**config.mk**
```make
export PLATFORM = sky130hd
export DESIGN_NAME = board_controller
export DESIGN_NICKNAME = d
export VERILOG_FILES = /design/src/rtl/board_controller_pkg.sv /design/src/rtl/board_controller.sv
export SDC_FILE = /design/constraint.sdc
export NUM_CORES = 1
export LEC_CHECK = 0
export CORE_MARGIN = 2
export CORE_UTILIZATION = 49
export CTS_CLUSTER_DIAMETER = 30
export DETAILED_ROUTE_END_ITERATION = 16
export GPL_TIMING_DRIVEN = 0
export HOLD_SLACK_MARGIN = 0.03
export PLACE_DENSITY = 0.86
export SYNTH_ARGS = -nofsm -noshare
export SYNTH_HDL_FRONTEND = slang
export SYNTH_SLANG_ARGS = --single-unit
```
**constraint.sdc**
```tcl
create_clock -name clk -period 1.9 [get_ports clk]
set_clock_uncertainty 0.1 [all_clocks]
set_input_delay 0.19 -clock clk [delete_from_list [all_inputs] [get_ports clk]]
set_output_delay 0.19 -clock clk [all_outputs]
set_load 0.1 [all_outputs]
```
**src/rtl/board_controller_pkg.sv**
```systemverilog
// Shared definitions for the tic-tac-toe board controller: cell codes, FSM
// states and board geometry.
package board_controller_pkg;

  typedef enum logic [1:0] {
    EMPTY = 2'b00,
    O     = 2'b01,
    X     = 2'b10
  } cell_t;

  typedef enum logic [1:0] {
    TURN_X = 2'b00,
    TURN_O = 2'b01,
    CHECK  = 2'b10,
    OVER   = 2'b11
  } state_t;

  localparam int NUM_CELLS = 9;

  localparam logic [3:0] TOP_LEFT      = 4'd0;
  localparam logic [3:0] TOP_CENTER    = 4'd1;
  localparam logic [3:0] TOP_RIGHT     = 4'd2;
  localparam logic [3:0] MIDDLE_LEFT   = 4'd3;
  localparam logic [3:0] MIDDLE_CENTER = 4'd4;
  localparam logic [3:0] MIDDLE_RIGHT  = 4'd5;
  localparam logic [3:0] BOTTON_LEFT   = 4'd6;
  localparam logic [3:0] BOTTON_CENTER = 4'd7;
  localparam logic [3:0] BOTTON_RIGHT  = 4'd8;

  // Maps a player's cell code to the FSM state in which that player moves.
  function automatic state_t turn_of(input logic [1:0] player);
    return (player == O) ? TURN_O : TURN_X;
  endfunction

endpackage

```
**src/rtl/board_controller.sv**
```systemverilog
// Tic-tac-toe board controller: accepts moves, keeps the 3x3 board, and
// resolves win/draw from an external combinational win checker.
module board_controller
  import board_controller_pkg::*;
#(
  parameter logic [1:0] FIRST_PLAYER = 2'b10
) (
  input  logic       clk,
  input  logic       rst,
  input  logic       newGame,
  input  logic       moveValid,
  input  logic [3:0] moveCell,
  output logic       moveReady,
  input  logic       Xwins,
  input  logic       Owins,
  output logic [1:0] topLeft,
  output logic [1:0] topCenter,
  output logic [1:0] topRight,
  output logic [1:0] middleLeft,
  output logic [1:0] middleCenter,
  output logic [1:0] middleRight,
  output logic [1:0] bottonLeft,
  output logic [1:0] bottonCenter,
  output logic [1:0] bottonRight,
  output logic [1:0] currentPlayer,
  output logic       moveAccepted,
  output logic       moveRejected,
  output logic [3:0] moveCount,
  output logic       gameOver,
  output logic [1:0] winner
);

  localparam state_t FIRST_STATE = turn_of(FIRST_PLAYER);

  state_t     state, state_nxt;
  logic [1:0] cells [NUM_CELLS];
  logic [1:0] mover, mover_nxt;
  logic [1:0] winner_nxt;
  logic [1:0] player;
  logic       target_free;
  logic       handshake;
  logic       accept, reject, write_en, clear;

  assign handshake = moveValid && moveReady;
  assign gameOver  = (state == OVER);
  assign moveReady = ((state == TURN_X) || (state == TURN_O)) && !newGame;

  always_comb begin
    player = (state == TURN_O) ? O : X;
    target_free = 1'b0;
    for (int i = 0; i < NUM_CELLS; i++) begin
      if ((moveCell == i[3:0]) && (cells[i] == EMPTY)) target_free = 1'b1;
    end
  end

  always_comb begin
    unique case (state)
      TURN_X:  currentPlayer = X;
      TURN_O:  currentPlayer = O;
      CHECK:   currentPlayer = mover;
      default: currentPlayer = EMPTY;
    endcase
  end

  // NOTE: every output of this block gets a default first, so no path can
  // leave a variable unassigned and infer a latch.
  always_comb begin
    state_nxt  = state;
    mover_nxt  = mover;
    winner_nxt = winner;
    accept     = 1'b0;
    reject     = 1'b0;
    write_en   = 1'b0;
    clear      = 1'b0;
    if (newGame) begin
      clear      = 1'b1;
      winner_nxt = EMPTY;
      state_nxt  = FIRST_STATE;
    end else begin
      unique case (state)
        TURN_X, TURN_O: begin
          if (handshake) begin
            if (target_free) begin
              write_en  = 1'b1;
              accept    = 1'b1;
              mover_nxt = player;
              state_nxt = CHECK;
            end else begin
              reject = 1'b1;
            end
          end
        end
        CHECK: begin
          if (Xwins) begin
            winner_nxt = X;
            state_nxt  = OVER;
          end else if (Owins) begin
            winner_nxt = O;
            state_nxt  = OVER;
          end else if (moveCount == 4'(NUM_CELLS)) begin
            winner_nxt = EMPTY;
            state_nxt  = OVER;
          end else begin
            state_nxt = (mover == X) ? TURN_O : TURN_X;
          end
        end
        default: ;
      endcase
    end
  end

  // NOTE: the board is only nine 2-bit registers, so it is reset like any
  // other state; a large RAM would instead be cleared by a sequencer.
  // NOTE: sequential state uses non-blocking assignments so every register
  // samples pre-edge values regardless of statement order.
  always_ff @(posedge clk or posedge rst) begin
    if (rst) begin
      for (int i = 0; i < NUM_CELLS; i++) cells[i] <= EMPTY;
      moveCount    <= '0;
      winner       <= EMPTY;
      mover        <= FIRST_PLAYER;
      state        <= FIRST_STATE;
      moveAccepted <= 1'b0;
      moveRejected <= 1'b0;
    end else begin
      state        <= state_nxt;
      mover        <= mover_nxt;
      winner       <= winner_nxt;
      moveAccepted <= accept;
      moveRejected <= reject;
      if (clear) begin
        for (int i = 0; i < NUM_CELLS; i++) cells[i] <= EMPTY;
        moveCount <= '0;
      end else if (write_en) begin
        for (int i = 0; i < NUM_CELLS; i++) begin
          if (moveCell == i[3:0]) cells[i] <= player;
        end
        if (moveCount < 4'(NUM_CELLS)) moveCount <= moveCount + 4'd1;
      end
    end
  end

  assign topLeft      = cells[TOP_LEFT];
  assign topCenter    = cells[TOP_CENTER];
  assign topRight     = cells[TOP_RIGHT];
  assign middleLeft   = cells[MIDDLE_LEFT];
  assign middleCenter = cells[MIDDLE_CENTER];
  assign middleRight  = cells[MIDDLE_RIGHT];
  assign bottonLeft   = cells[BOTTON_LEFT];
  assign bottonCenter = cells[BOTTON_CENTER];
  assign bottonRight  = cells[BOTTON_RIGHT];

endmodule

```
# Word-level counts from Yosys, hierarchy flattened
# Index checks and enable logic that the tools add are counted.
# word_totals
ff_bits	30
inputBits	10
# op_classes
n_addsub	1
order_cmp	1
n_eq_ne	15
muxes	47
bitwise	1
reduce_logical	52
# op_table
cell	count
$mux W2	21
$mux W18	2
$reduce_bool A2 Y1	12
$reduce_and A2 Y1	11
$logic_not A2 Y1	10
$mux W1	19
$eq A4 B3 Y1 const B	4
$mux W4	3
$logic_and A1 B1 Y1	11
$eq A4 B2 Y1 const B	2
$eq A4 B4 Y1 const B	2
$eq A2 B2 Y1 const B	3
$ne A3 B3 Y1 const B	2
$pmux W2 S3	1
$add A4 B1 Y4 const B	1
$eq A4 B1 Y1 const B	1
$logic_not A4 Y1	1
$lt A4 B4 Y1 const B	1
$pmux W2 S2	1
$reduce_and A4 Y1	1
$reduce_bool A4 Y1	1
$reduce_and A3 Y1	1
$reduce_bool A3 Y1	1
$eq A2 B1 Y1 const B	1
other kinds (4)	4

# Logic depth before layout (Yosys ltp)
# Gate-level depths: netlist of the first run.
# depth
depth_word	17
ltp_mapped	8
mapped_depth_nobuf	6

# Least setup slack after synthesis of the first run
# Ideal clock, no wire load.
# synth_path
path_type	register to register
from	reg state[1]
to	reg moveCount[2]
setup_time_ps	75
arrival_ps	2658
setup_slack_ps	-934
path_stages_with_launch	8
path_cell_list	dfrtp_1 > nor2_1 > nand2_1 > a41o_4 > inv_6 > buf_12 > nand4_2 > a21oi_2
# synth_via
elab_chain_cells	9
elab_cells_between_ends	11
cone_classes	1 x eq/ne; 3 x mux; 7 x reduce/logical
# synth_rtl
element	line	source
from (decl)	board_controller.sv:35	state_t state, state_nxt;
from (signal assigned)	board_controller.sv:126	state <= state_nxt;
$eq A2 B1 Y1 or $logic_not A2 Y1 (tied branches)	board_controller.sv:46	assign moveReady = ((state == TURN_X) || (state == TURN_O)) && !newGame;
$logic_or A1 B1 Y1 (*)	board_controller.sv:46	
$logic_and A1 B1 Y1 (*)	board_controller.sv:46	
via moveReady	board_controller.sv:13	output logic moveReady,
$logic_and A1 B1 Y1 (*)	board_controller.sv:44	assign handshake = moveValid && moveReady;
$mux W1 (*) (3 in series)	n/a	
via accept	board_controller.sv:42	logic accept, reject, write_en, clear;
$reduce_bool A2 Y1 (no line) (*)	n/a	
$reduce_and A2 Y1 (no line) (*)	n/a	
to (signal assigned)	board_controller.sv:138	if (moveCount < 4'(NUM_CELLS)) moveCount <= moveCount + 4'd1;
to (decl)	board_controller.sv:28	output logic [3:0] moveCount,
# Mark *: on every way through the listed nets, which the timed path passes. The rest lies on a longest branch.
# A chain may end at the register's enable or synchronous reset.

# Worst setup path in the final report of the first run
# layout_path
from	reg cells, in the netlist middleLeft[0]
to	reg cells, in the netlist bottonCenter[1]
# layout_via
elab_chain_cells	14
# layout_rtl
element	line	source
from (decl)	board_controller.sv:36	logic [1:0] cells [NUM_CELLS];
from (signal, indexed assignment)	board_controller.sv:136	if (moveCell == i[3:0]) cells[i] <= player;
$logic_not A2 Y1	board_controller.sv:52	if ((moveCell == i[3:0]) && (cells[i] == EMPTY)) target_free = 1'b1;
$logic_and A1 B1 Y1	board_controller.sv:52	
$mux W1 (6 in series)	board_controller.sv:52	
$mux W1 (4 in series)	n/a	
via accept	board_controller.sv:42	
$reduce_bool A2 Y1 (no line)	n/a	
$reduce_and A2 Y1 (no line)	n/a	
# The timed path passes the listed nets, and every way through them passes these cells.

==> results of run 1 <==
flip-flops by register name, summed over array words and instances, names as in the netlist, 2 cells and up:
register / cells
moveCount: 4
bottonCenter: 2
bottonLeft: 2
bottonRight: 2
middleCenter: 2
middleLeft: 2
middleRight: 2
mover: 2
state: 2
topCenter: 2
topLeft: 2
topRight: 2
winner: 2
worst reg2reg max path, cell delays in order (launching register included):
cell	delay [ns]
sky130_fd_sc_hd__dfrtp_4	0.52
sky130_fd_sc_hd__nor4bb_4	0.34
sky130_fd_sc_hd__o21ai_2	0.17
sky130_fd_sc_hd__a41o_4	0.33
sky130_fd_sc_hd__inv_8	0.10
sky130_fd_sc_hd__buf_12	0.13
sky130_fd_sc_hd__a41oi_2	0.11
sky130_fd_sc_hd__nor2_1	0.15
kinds of logic (layout without fill, tap and decap cells):
logic type                 after synthesis  in the layout
AOI/OAI and AO/OA                       40             40
adders and majority gates                3              3
buffers and inverters                   20             78
and+or+nand+nor                         56             56
DFF                                     30             30
cells in the final DEF (no fill, tap or decap), types with 3 or more instances in the layout:
cell type,instances
sky130_fd_sc_hd__a41oi_1,5
sky130_fd_sc_hd__clkdlybuf4s15_2,12
sky130_fd_sc_hd__clkbuf_2,6
sky130_fd_sc_hd__o2bb2ai_2,6
sky130_fd_sc_hd__clkbuf_4,5
sky130_fd_sc_hd__clkbuf_8,3
sky130_fd_sc_hd__buf_6,4
sky130_fd_sc_hd__nor2_1,17
sky130_fd_sc_hd__o21ai_2,3
sky130_fd_sc_hd__nor3_1,6
sky130_fd_sc_hd__nor4b_4,3
sky130_fd_sc_hd__clkdlybuf4s15_1,4
sky130_fd_sc_hd__dfrtp_2,11
sky130_fd_sc_hd__inv_1,12
sky130_fd_sc_hd__ha_1,3
sky130_fd_sc_hd__dlygate4sd2_1,7
sky130_fd_sc_hd__a21oi_2,5
sky130_fd_sc_hd__buf_2,3
sky130_fd_sc_hd__clkdlybuf4s50_1,6
sky130_fd_sc_hd__dfrtp_1,7
sky130_fd_sc_hd__buf_4,8
sky130_fd_sc_hd__nand3_4,4
sky130_fd_sc_hd__nand2_1,6
sky130_fd_sc_hd__dfrtp_4,11
per-stage QoR:
step | cell area (sq um) | power (W) | instances
finish | 2522 | 0.001592 | 251
floorplan | 1703 | 0.0009448 | 149
global placement | 2148 | 0.001026 | 232
detailed placement | 2148 | 0.001033 | 232
global route | 2522 | 0.001632 | 251
CTS | 2338 | 0.001519 | 244
worst min-delay path by stage:
stage / start / endpoint / depth (start not counted)
4_1_cts: rst / bottonCenter[1]$_DFFE_PP0P_ / 2
5_1_grt: moveValid / moveRejected$_DFF_PP0_ / 3
2_1_floorplan: rst / bottonCenter[0]$_DFFE_PP0P_ / 1
3_3_place_gp: mover[0]$_DFFE_PP0P_ / mover[0]$_DFFE_PP0P_ / 2
6_report: moveCell[1] / bottonCenter[0]$_DFFE_PP0P_ / 4
3_5_place_dp: topRight[0]$_DFFE_PP0P_ / topRight[0]$_DFFE_PP0P_ / 1
Yosys cell counts, types with 2 or more instances:
cell / n / area share (%)
sky130_fd_sc_hd__nor2_1: 20 / 4.7
sky130_fd_sc_hd__clkbuf_1: 3 / 0.70
sky130_fd_sc_hd__o21ai_0: 4 / 1.2
sky130_fd_sc_hd__ha_1: 3 / 2.3
sky130_fd_sc_hd__a32o_1: 2 / 1.2
sky130_fd_sc_hd__a41oi_2: 2 / 2.0
sky130_fd_sc_hd__a21oi_2: 2 / 1.1
sky130_fd_sc_hd__a41oi_1: 5 / 2.7
sky130_fd_sc_hd__nand3_1: 5 / 1.6
sky130_fd_sc_hd__o21ai_2: 2 / 1.1
sky130_fd_sc_hd__buf_6: 2 / 1.4
sky130_fd_sc_hd__o2bb2ai_1: 7 / 3.8
sky130_fd_sc_hd__nor3_1: 6 / 1.9
sky130_fd_sc_hd__dfrtp_1: 29 / 45
sky130_fd_sc_hd__inv_1: 12 / 2.8
sky130_fd_sc_hd__a31oi_1: 2 / 0.78
sky130_fd_sc_hd__nand2_1: 7 / 1.6
sky130_fd_sc_hd__a21oi_1: 4 / 1.2
sky130_fd_sc_hd__nor4bb_1: 2 / 1.2
per-layer routing:
metal  global-route usage, %  wire, um  up-vias
li1                        -         -      666
met1                   37.13      2348      767
met2                   39.67      2673      108
met3                   6.933       454       37
met4                   15.22       245        0
met5                       0         0        -
what timing repair did:
action | CTS | global route
gates cloned | 0 | 2
pin swaps | 7 | 11
resized for setup | 86 | 35
setup endpoints to repair | 47 | 33
setup buffers | 4 | 6
hold buffers | 0 | 0
cell type report:
class,count,area [sq um]
repair buffers,51,489.2
fillers,172,555.5
multi-input cells,99,977.2
inverters,14,63.81
clock buffers,8,78.83
flip-flops and latches,30,807.0
plain buffers,5,51.30
well taps,44,55.05
power by group through the flow:
stage / Sequential (W) / Combinational (W) / Clock [W]
after CTS: 0.000679 / 0.000358 / 0.000482
after global routing: 0.000687 / 0.000422 / 0.000523
after detailed placement: 0.000692 / 0.000341 / 0
after global placement: 0.000690 / 0.000336 / 0
after floorplan: 0.000744 / 0.000201 / 0
final: 0.000685 / 0.000405 / 0.000502
==> impl_summary.md, run 1 <==
Run status
The run finished, with violations left. The final reports fail on negative setup slack.

GRT
The first-pass GRT wire length is 7.300 mm. The via count of the first global-routing pass is 1458. The maximum number of pins on one net before global-route repair is 31. The initial antenna violation count is 0. Global routing finished with a remaining overflow of 0.

The global-route total usage across every layer is 27.25%.

Placed design
The pre-CTS worst setup slack is -0.4923 ns. The count of buffers added on input and output ports is 39. The post-detailed-placement half-perimeter wirelength is about 2.9 mm. Routability-driven placement finished with a final weighted congestion of 0.8938.

Setup path
The slowest stage of the critical path belongs to the cell sky130_fd_sc_hd__dfrtp_4. In this run the worst setup path terminates at bottonCenter[1]$_DFFE_PP0P_. The signal arrival time at the worst endpoint is 2.20 ns. In this run the worst setup path begins at middleLeft[0]$_DFFE_PP0P_. The setup path with the least slack is of type flop to flop. Across all register-to-register paths, the minimum setup slack is -0.13 ns.

The cell count along the critical path is 7. The largest fanout on the critical path is 6. The kind of cell adding the most delay to the critical path is compound AO/OA/AOI/OAI gates. Data on the critical path is required at its endpoint by 2.07 ns. The critical path goes through nor4bb_4, o21ai_2, a41o_4, inv_8, buf_12, a41oi_2, nor2_1. The worst reg2reg path startpoint is middleLeft[0]$_DFFE_PP0P_.

In this design, the stage delay of the slowest critical-path cell is 0.52 ns. The worst register-to-register path has a depth of 7. The endpoint identified for the worst register-to-register timing path is bottonCenter[1]$_DFFE_PP0P_. The startpoint type of the worst setup path is a flop. The worst setup path is captured at a flop. The number of buffers and inverters on the critical path is 2.

Die
The height of the die is 61.26 um. The core region area is 3078 sq um. The area of the die is about 3800 sq um. The starting density of the core is a little over half. After floorplanning, the core was divided into 20 placement rows. The number of top-level pins is 40. The die width is 61.26 um.

Synth
The area fraction in compound gates after synthesis is 22.12%. The number of nets in the synthesized netlist is 162. The cell count after synthesis is 149. Counting flops with a built-in enable in the synthesized netlist gives 0. The share of async-settable or async-resettable flops after synthesis is 100.0%. In this run, synthesis produced a sequential element count of 30. Multiplexer cells account for 0% of the synthesized area. After synthesis, the largest family of logic cells by area is compound AO/OA/AOI/OAI gates. Summing the areas of all and, or, nand and nor instances in the mapped netlist gives 21.81% of the synthesized area. The cell area that synthesis handed to floorplanning was 1607 sq um.

The most used flip-flop cell after synthesis is sky130_fd_sc_hd__dfrtp_1. The count of cell types in the netlist is between 40 and 50. The proportion of synthesized chip area in sequential cells is 46.81%.

After Yosys synthesis, XOR and XNOR cells account for 0% of the synthesized area. The yosys synthesis warning count is 0. The post-synthesis adder-cell area fraction is 2.336%. After synthesis, the mean cell area works out to 10.78 sq um.

STA
Setup violations remaining at the end of the flow were counted as 24. At the pin with the least slew margin, the transition time is ~1.1 ns. The worst pin sits at a relative slew slack of 24.40%. The final critical-path required period is between 2 and 2.5 ns. The final count of pins violating max slew was 0. Setup repair after global routing could not meet its margin everywhere. Setup total negative slack on the finished layout was measured at -1.465 ns. Timing would allow up to roughly 0.49 GHz. The worst slack on hold paths is approximately 0.34 ns. The final number of hold-violating endpoints is 0.

The setup slack of the critical path after layout is -0.1316 ns. The worst path uses 106.9% of the clock period.

Power and ir drop
In this run the static leakage power is between 1 and 1.5 nW. Per report_power, the clock group accounts for between 30% and 40% of the total. Of the total power, the share spent switching nets is 34.67%. The analysis attributes to net switching a power of 0.0005522 W. The maximum ir drop on the vdd rail is 0.5503 mV. The share of total power dissipated in combinational logic is 25.5%. Power spread over the standard cell area amounts to 631.3 nW/um^2. The sequential cell fraction of total power is 43.0%. The cell-internal power is roughly 0.0010 W.

Routing
The starting DRC count in detailed routing is 190. The routed wire length is between 5 and 6 mm. In the final routed layout, each cell accounts on average for 22.79 um. The routed layout has about 1600 vias. The number of search-and-repair iterations in the first detailed-routing pass is 4.

The final routed DRC violation total is 0. The count of nets left with antenna violations once routing finished came out at 0. Dividing the detail-routed via count by the number of cells gives 6.287.

CTS
The TritonCTS buffer count is 5. The longest clock path from root to sink contains 2 buffers. The number of sinks driven by the clock tree is 30. Clock-pin slew was measured on the worst setup and hold paths at 0.11 ns. The root cell of the clock tree is sky130_fd_sc_hd__clkbuf_4. The TritonCTS clock tree is built. The clock latency of the later-clocked register in the worst-skew pair is about 0.35 ns. The H-tree was split into 2 levels.

Finish
The final layout contains about 220 nets. Compared with the post-synthesis result, the final layout area differs by 57.01%. The number of antenna diodes in the final layout is 0. Of the cells placed in the final design, the portion with a size suffix greater than 1 is 53.14%. The final standard cell utilization of the core is 81.95%.

Job
The number of max-capacitance violations reported is 0.

Min path
The path class of the tightest hold or removal check is input port to flop.
Power figures use the tool's default switching activity.
==> inputs of run 2 (changes only) <==
Settings changed: ABC_AREA from default to 1, CORE_MARGIN 2 to 4, PLACE_DENSITY 0.86 to 0.85.
==> impl_summary.md, run 2 <==
Power and ir drop
The logic gate share of total power is 32.7%. Summed over all nets, the switching power comes to between 0.0006 and 0.0007 W. The cell-internal power is around 0.00094 W.

The switching power as a share of total power is 40.54%. The maximum ir drop on the vdd rail is a little under 0.4 mV. Summed over all cells, the static leakage comes to approximately 1.1 nW. Registers are responsible for 44.3% of the overall power. The power per cell area is 733.1 nW/um^2. The share of total power dissipated in the clock network is 23.0%.

Finish
In the layout the commonest cells are 61 x sky130_fd_sc_hd__nand2_1, 39 x sky130_fd_sc_hd__nand3_1, 29 x sky130_fd_sc_hd__nor2_1. The number of flip-flops in the largest register is 4. Of the cells placed in the final design, the portion with a size suffix greater than 1 is 22.10%.

The sequential cells in the finished layout cover a total of 775.7 sq um. The area growth from synthesis to layout is 28.39%. moveCount holds more flip-flops than any other register. The most common library cell in the layout ignoring fill and taps is sky130_fd_sc_hd__nand2_1. The count of inserted antenna diode cells is 0. At the end of the flow, the number of nets in the layout was 288.

Summing all multi-input logic gate instances after layout gives approximately 790 sq um. The layout has 288 filler cells. The post-route standard cell area excluding fillers is ~2200 sq um.

Routing
The starting DRC count in detailed routing is 89. The total via count in the routed design is 1629. The remaining antenna violation count is 0. After detailed routing, the number of vias per cell comes to 5.091. The final routed DRC violation total is 0.

The number of search-and-repair iterations in the first detailed-routing pass is 4. In the final routed layout, each cell accounts on average for 12.62 um. For this block, the routed nets add up to between 4 and 5 mm of wire.

Setup path
Measured in cells, the most critical reg-to-reg path has a length of 8. The setup path with the least slack is of type flop to output pin. The critical path launch point is topLeft[0]$_DFFE_PP0P_.

The worst-case register-to-register setup slack is 0.18 ns. The worst reg2reg path startpoint is topCenter[0]$_DFFE_PP0P_. The reg-to-reg endpoint is topRight[0]$_DFFE_PP0P_. The startpoint type of the worst setup path is a flop. Of all nets on the critical path, the largest fanout is 3. The slowest stage of the critical path belongs to the cell sky130_fd_sc_hd__dlygate4sd2_1.

The worst setup path is captured at an output pin. The delay of the slowest critical-path stage is 0.86 ns. At the worst endpoint, the required time is 1.61 ns. In this run the number of cells on the critical path is 1. The signal arrival time at the worst endpoint is 1.57 ns. The critical path goes through dlygate4sd2_1.

Together, buffers and inverters on the worst path number 1. Among cell families on the critical path, the largest total delay comes from buffers and inverters.

GRT
For this run the aggregate overflow at the end of global routing stands at 0. The via count of the first global-routing pass is 1589. The first global-routing pass estimated 6.844 mm of wire. Entering global routing, the biggest net connects 31 pins. The initial antenna violation count is 0. For this run, the total global-route usage over all layers was measured as 20.43%.

Placed design
At the end of routability-driven placement, the weighted congestion stood at a little under 0.9. The placement-stage cell area is 2148 sq um. Summed over all nets, the half-perimeter wirelength after detailed placement is 2.983 mm.

Timing analysis after detailed placement gives a worst setup slack of -0.5733 ns. Port buffering added 38 buffers.

STA
Setup repair after global routing could not meet its margin everywhere. The slew at the pin closest to its max-slew limit is between 1 and 1.5 ns. The final number of hold-violating endpoints was 0. Adding up every negative setup slack in the final design gives 0 ns.

The final count of pins violating max slew is 0. Hold timing on the final database bottoms out at a slack of 0.07400 ns. The final critical-path required period is 1.864 ns. The worst path meets setup with 0.03645 ns of slack. Setup violations remaining at the end of the flow were counted as 0. The upper clock frequency limit is 0.5366 GHz. The final critical path takes up 98.08% of the cycle. The worst relative slew slack is 28.40%.

Synth
The synthesized area per cell is 7.300 sq um. The synthesized design contains 30 register bits. The number of enable-type register cells in the synthesized netlist is 0. The cell count after synthesis is between 200 and 250. During synthesis, Yosys emitted a total of 0 warnings. Counting flops with an async set or reset pin after synthesis yields a share of between 90% and 100%.

The count of cell types in the netlist is 25. Summing the sequential cell areas from Yosys gives 44.78% of the chip area. The share of Yosys cell area claimed by the top area cell type is 43.22%.

Counting every net in the synthesized netlist gives 243. The post-synthesis cell area is 1679 sq um. The biggest area contributor in the post-synthesis netlist is sky130_fd_sc_hd__dfrtp_1. For this run, the leading register cell type out of synthesis is sky130_fd_sc_hd__dfrtp_1. By area the synthesized netlist is led by sky130_fd_sc_hd__dfrtp_1 43%, sky130_fd_sc_hd__nand2_1 14%, sky130_fd_sc_hd__nand3_1 12%, sky130_fd_sc_hd__nor2_1 6.7%, sky130_fd_sc_hd__inv_1 6.3%. The commonest cells after synthesis are 61 x sky130_fd_sc_hd__nand2_1, 39 x sky130_fd_sc_hd__nand3_1, 30 x sky130_fd_sc_hd__nor2_1. The library cell with the highest instance count after synthesis is sky130_fd_sc_hd__nand2_1.

CTS
The root cell of the clock tree is sky130_fd_sc_hd__clkbuf_4. The TritonCTS buffer count is 5. The clock-pin slew reported for the worst setup and hold paths after clock tree synthesis is 0.09 ns.

The clock latency of the later-clocked register in the worst-skew pair is 0.34 ns. The number of buffers inserted by hold repair at cts is 0. The H-tree was split into 2 levels. The TritonCTS clock tree is built. The clock tree buffer depth is 2.

CTS saw 30 sinks.

Min path
The path with the worst hold slack has its endpoint at moveCount[3]$_DFFE_PP0P_. Counting instances, the worst hold path has a depth of 2. The type of the tightest min-delay check is input port to flop. The startpoint identified for the worst hold timing path is newGame.

Die
The area of the die is 4428 sq um. The total area inside the core boundary comes to 3153 sq um. In this run the core area contains 20 standard-cell rows. The die is ~67 um tall. The floorplan step set the die width to 66.54 um. For this configuration, the core starts out at a cell density of 53.25%. In this run the count of I/O pins placed on the die edge is 40.

Job
The tool flagged a number of max-cap violations equal to 0.

Run status
The run finished with clean final reports.
-- run 2: cell types whose count changed after synthesis, sizes merged, moves of 3 or more --
cell / change
nor3: -3
nand3: +38
nor4b: -3
inv: +17
o2bb2ai: -7
a41oi: -7
nand3b: +5
nand2: +53
nor2: +14
-- run 2: what timing repair did --
item                       in CTS  in global routing
setup endpoints to repair      30                 25
gates resized for setup        55                 32
setup buffers                   0                  0
gates cloned                    0                  0
-- run 2: how the worst max path moves through the flow --
stage                       endpoint  slack (ns)
floorplan           currentPlayer[0]       -0.03
global placement    currentPlayer[0]       -0.56
detailed placement  currentPlayer[0]       -0.57
CTS                      topRight[1]      0.0009
global route        currentPlayer[0]      -0.002
finish                    topLeft[0]        0.04
-- run 2: kinds of logic after synthesis --
family,after synthesis,share of synthesized area (%)
AO/OA/AOI/OAI,11,3.577
adder cells (fa/ha/maj),3,2.236
AND/OR/NAND/NOR,148,40.02
buffers and inverters,37,8.867
XOR/XNOR,1,0.5217
flip-flops,30,44.78
-- run 2: per-layer routing --
layer	part of all wire (%)	track usage, %	wire [um]	vias up
li1	-	-	-	819
met1	43	26.01	1755	752
met2	49	32.05	1968	52
met3	6.4	6.239	259	6
met4	1.4	8.376	55	0
met5	0	0	0	-
-- run 2: layout make-up --
cell class                 instances  area share (%)
clock buffer                       6           1.915
tap                               44           2.554
inverter                          31           5.398
multi-input combinational        163           36.80
sequential                        30           35.98
timing repair buffer              38           15.21
buffer                             6           1.683
clock inverter                     2          0.4643
-- run 2: power by group through the flow --
stage	registers, W	clock network, W	logic (W)
after floorplan	0.000804	0	0.000300
after global placement	0.000712	0	0.000509
after detailed placement	0.000713	0	0.000514
after CTS	0.000701	0.000373	0.000497
after global routing	0.000706	0.000409	0.000556
final	0.000701	0.000363	0.000517
-- run 2: worst register-to-register path: stages, from the launching register on --
cell and delay [ns]:
sky130_fd_sc_hd__dfrtp_2 0.43, sky130_fd_sc_hd__or2_2 0.30, sky130_fd_sc_hd__nor2_1 0.11, sky130_fd_sc_hd__nor2_1 0.08, sky130_fd_sc_hd__nand3_2 0.11, sky130_fd_sc_hd__nand2_1 0.19, sky130_fd_sc_hd__nor2_1 0.18, sky130_fd_sc_hd__nand2_1 0.07
sky130_fd_sc_hd__nand2_1 0.09
-- run 2: stage by stage --
step                      cells  utilization [%]  power, W
after global routing        320            68.37  0.001671
after global placement      312            68.13  0.001222
after CTS                   320            68.49  0.001571
after floorplan             230                -  0.001104
after detailed placement    312            68.13  0.001227
final                       320            68.37  0.001580
==> inputs of run 3 (changes only) <==
--- a/config.mk
+++ b/config.mk
@@ -14,4 +14,5 @@
 export HOLD_SLACK_MARGIN = 0.03
 export PLACE_DENSITY = 0.85
+export REMOVE_ABC_BUFFERS = 1
 export SYNTH_ARGS = -nofsm -noshare
 export SYNTH_HDL_FRONTEND = slang
--- a/constraint.sdc
+++ b/constraint.sdc
@@ -3,3 +3,3 @@
 set_input_delay 0.19 -clock clk [delete_from_list [all_inputs] [get_ports clk]]
 set_output_delay 0.19 -clock clk [all_outputs]
-set_load 0.1 [all_outputs]
+set_load 0.01 [all_outputs]
==> impl_summary.md, run 3 (synthesis results as in run 2) <==
STA
Setup violations remaining at the end of the flow were counted as 0. The final number of hold-violating endpoints is 0. Setup repair after global routing left no endpoint under its margin. Measured against its own limit, the worst slew margin works out to between 20% and 30%.

The final count of pins violating max slew came to 0. The upper clock frequency limit is 0.5439 GHz. The clock period could shrink to 1.839 ns. For the pin with the worst max-slew slack, the measured transition is 1.105 ns. In the finished design, the share of the clock period the worst path needs comes to 96.76%. The total negative slack for setup checks is 0 ns. The worst slack on hold paths is roughly 0.33 ns.

Finish
Measured on the finished design, the core utilization comes to 70.16%. In the layout the commonest cells are 60 x sky130_fd_sc_hd__nand2_1, 39 x sky130_fd_sc_hd__nand3_1, 36 x sky130_fd_sc_hd__clkdlybuf4s50_1. Relative to the synthesized area, the layout overhead comes to 31.74%. The register with the most flip-flops in the layout has 4 of them. In the final design database the tool counted 285 nets. The post-route standard cell area excluding fillers is 2212 sq um. The most common library cell in the layout ignoring fill and taps is sky130_fd_sc_hd__nand2_1. Counting the fill cells in the layout gives between 200 and 300. Ranked by flip-flop count, first place goes to moveCount. The fraction of layout cells with a size suffix above 1 is 11.72%. The count of inserted antenna diode cells is 0. The non-filler instance count after layout is 317.

Die
The die width is about 67 um. The number of top-level pins is 40. The core region area is approximately 3200 sq um.

The floorplan has 20 rows. The area of the die is between 4000 and 5000 sq um. The starting density of the core is between 50 and 60%.

The height of the die is 66.54 um.

GRT
The first global-routing pass estimated 6.789 mm of wire. The via count of the first global-routing pass came to between 1500 and 2000. The global-route total usage across every layer is between 10% and 20%. The aggregate global routing overflow is 0. The initial antenna violation count is 0. The maximum number of pins on one net before global-route repair is 31.

Placed design
In this run the cell area measured after placement is 2092 sq um. The congestion estimate from routability-driven global placement came to 0.9114. Buffers placed on the I/O ports in this run total 39. The post-placement cell count is slightly above 300. Once detailed placement completed, the half-perimeter wirelength came to 2.768 mm.

Job
Across the run, the number of max-cap violations was 0.

CTS
The clock net in this run drives a total of 30 sinks. TritonCTS built the clock tree. The number of buffers inserted by hold repair at cts is 0. The clock tree buffer depth is 2. The clock latency of the later-clocked register in the worst-skew pair is 0.33 ns.

The maximum level of the CTS H-tree is 2. The root buffer cell chosen for the clock tree is sky130_fd_sc_hd__clkbuf_4. Clock-pin slew was measured on the worst setup and hold paths at about 0.09 ns. TritonCTS created 5 clock buffers.

Routing
In the routed layout, each cell is associated on average with a via count of 5.101. The routed wire length is 3.874 mm. The number of search-and-repair iterations in the first detailed-routing pass is 4. The detailed router finished its first iteration with slightly below 80 violations. The total via count in the routed design is about 1600. The final routed DRC violation total is 0. Dividing the detail-routed wire length by the instance count gives around 12 um. The remaining antenna violation count is 0.

Setup path
The worst-case register-to-register setup slack is about 0.23 ns. The data required time of the worst path is 1.61 ns. The critical path launch point is state[1]$_DFFE_PP0P_. The startpoint identified for the worst register-to-register timing path is topCenter[0]$_DFFE_PP0P_. The cell with the biggest individual delay on the critical path is sky130_fd_sc_hd__clkdlybuf4s50_1. The capturing element of the worst setup path is moveReady. The critical setup path kind is flop to output pin.

The signal arrival time at the worst endpoint is 1.55 ns. The startpoint type of the worst setup path is a flop. Traced cell by cell, the critical path runs through nor2_1, clkdlybuf4s50_1. In this run the critical register-to-register path is captured at bottonLeft[1]$_DFFE_PP0P_.

The largest fanout on the critical path is 5. On the worst path, the slowest cell contributes a delay of 0.58 ns. The number of cells on the worst reg-to-reg path is 8.

The nature of the critical path endpoint is an output pin.

Power and ir drop
In this run the static leakage power is around 1.1 nW. The maximum ir drop on the vdd rail is 0.4826 mV. Power spread over the standard cell area amounts to 638.4 nW/um^2.

Min path
The path class of the tightest hold or removal check is input port to flop. The cell depth of the worst hold path is 3.

Run status
The flow ran to the end, and the final reports show no timing, DRC or antenna violations.
## run 3: area by class of cell
type	instances	area [sq um]	area share (%)
multi-input cells	163	820.8	37.10
flip-flops and latches	30	753.2	34.05
repair buffers	41	405.4	18.33
inverters	31	117.6	5.317
clock buffers	7	55.05	2.489
well taps	44	55.05	2.489
clock inverters	1	5.005	0.2262
## run 3: worst min-delay path by stage
stage | slack, ns | from | endpoint
global route | 0.33 | Xwins | winner[0]$_DFFE_PP0P_
detailed placement | 0.41 | winner[0]$_DFFE_PP0P_ | winner[0]$_DFFE_PP0P_
floorplan | 0.15 | newGame | moveCount[3]$_DFFE_PP0P_
global placement | 0.41 | middleCenter[0]$_DFFE_PP0P_ | middleCenter[0]$_DFFE_PP0P_
finish | 0.33 | Owins | winner[0]$_DFFE_PP0P_
CTS | 0.32 | Owins | winner[0]$_DFFE_PP0P_
## run 3: critical path: cells and delay by family (launching register included)
| family | cells | cell delay [ns] |
|---|---|---|
| flops | 1 | 0.46 |
| simple gates | 1 | 0.19 |
| buf+inv | 1 | 0.58 |
## run 3: timing repair
action / CTS / global route
setup endpoints to repair: 25 / 19
buffers inserted: 2 / 0
gates resized for setup: 7 / 10
pin swaps: 0 / 1
## run 3: stage by stage
stage | setup slack (ns) | power, W
3_3_place_gp | -0.5911 | 0.001003
4_1_cts | 0.002402 | 0.001417
5_1_grt | 0.003687 | 0.001496
3_5_place_dp | -0.6110 | 0.001008
2_1_floorplan | 0.1292 | 0.0008794
6_report | 0.06148 | 0.001412
## run 3: routing by layer
layer  share of wire [%]  global-route usage [%]  wire, um
met1                  44                   24.87      1695
met2                  48                   32.92      1869
met3                 7.0                   6.577       270
met4                0.98                   5.330        38
met5                   0                       0         0
## run 3: power breakdown
group          switching, W  internal (W)
Clock              0.000213      0.000179
Sequential        0.0000269      0.000675
Combinational      0.000195      0.000123
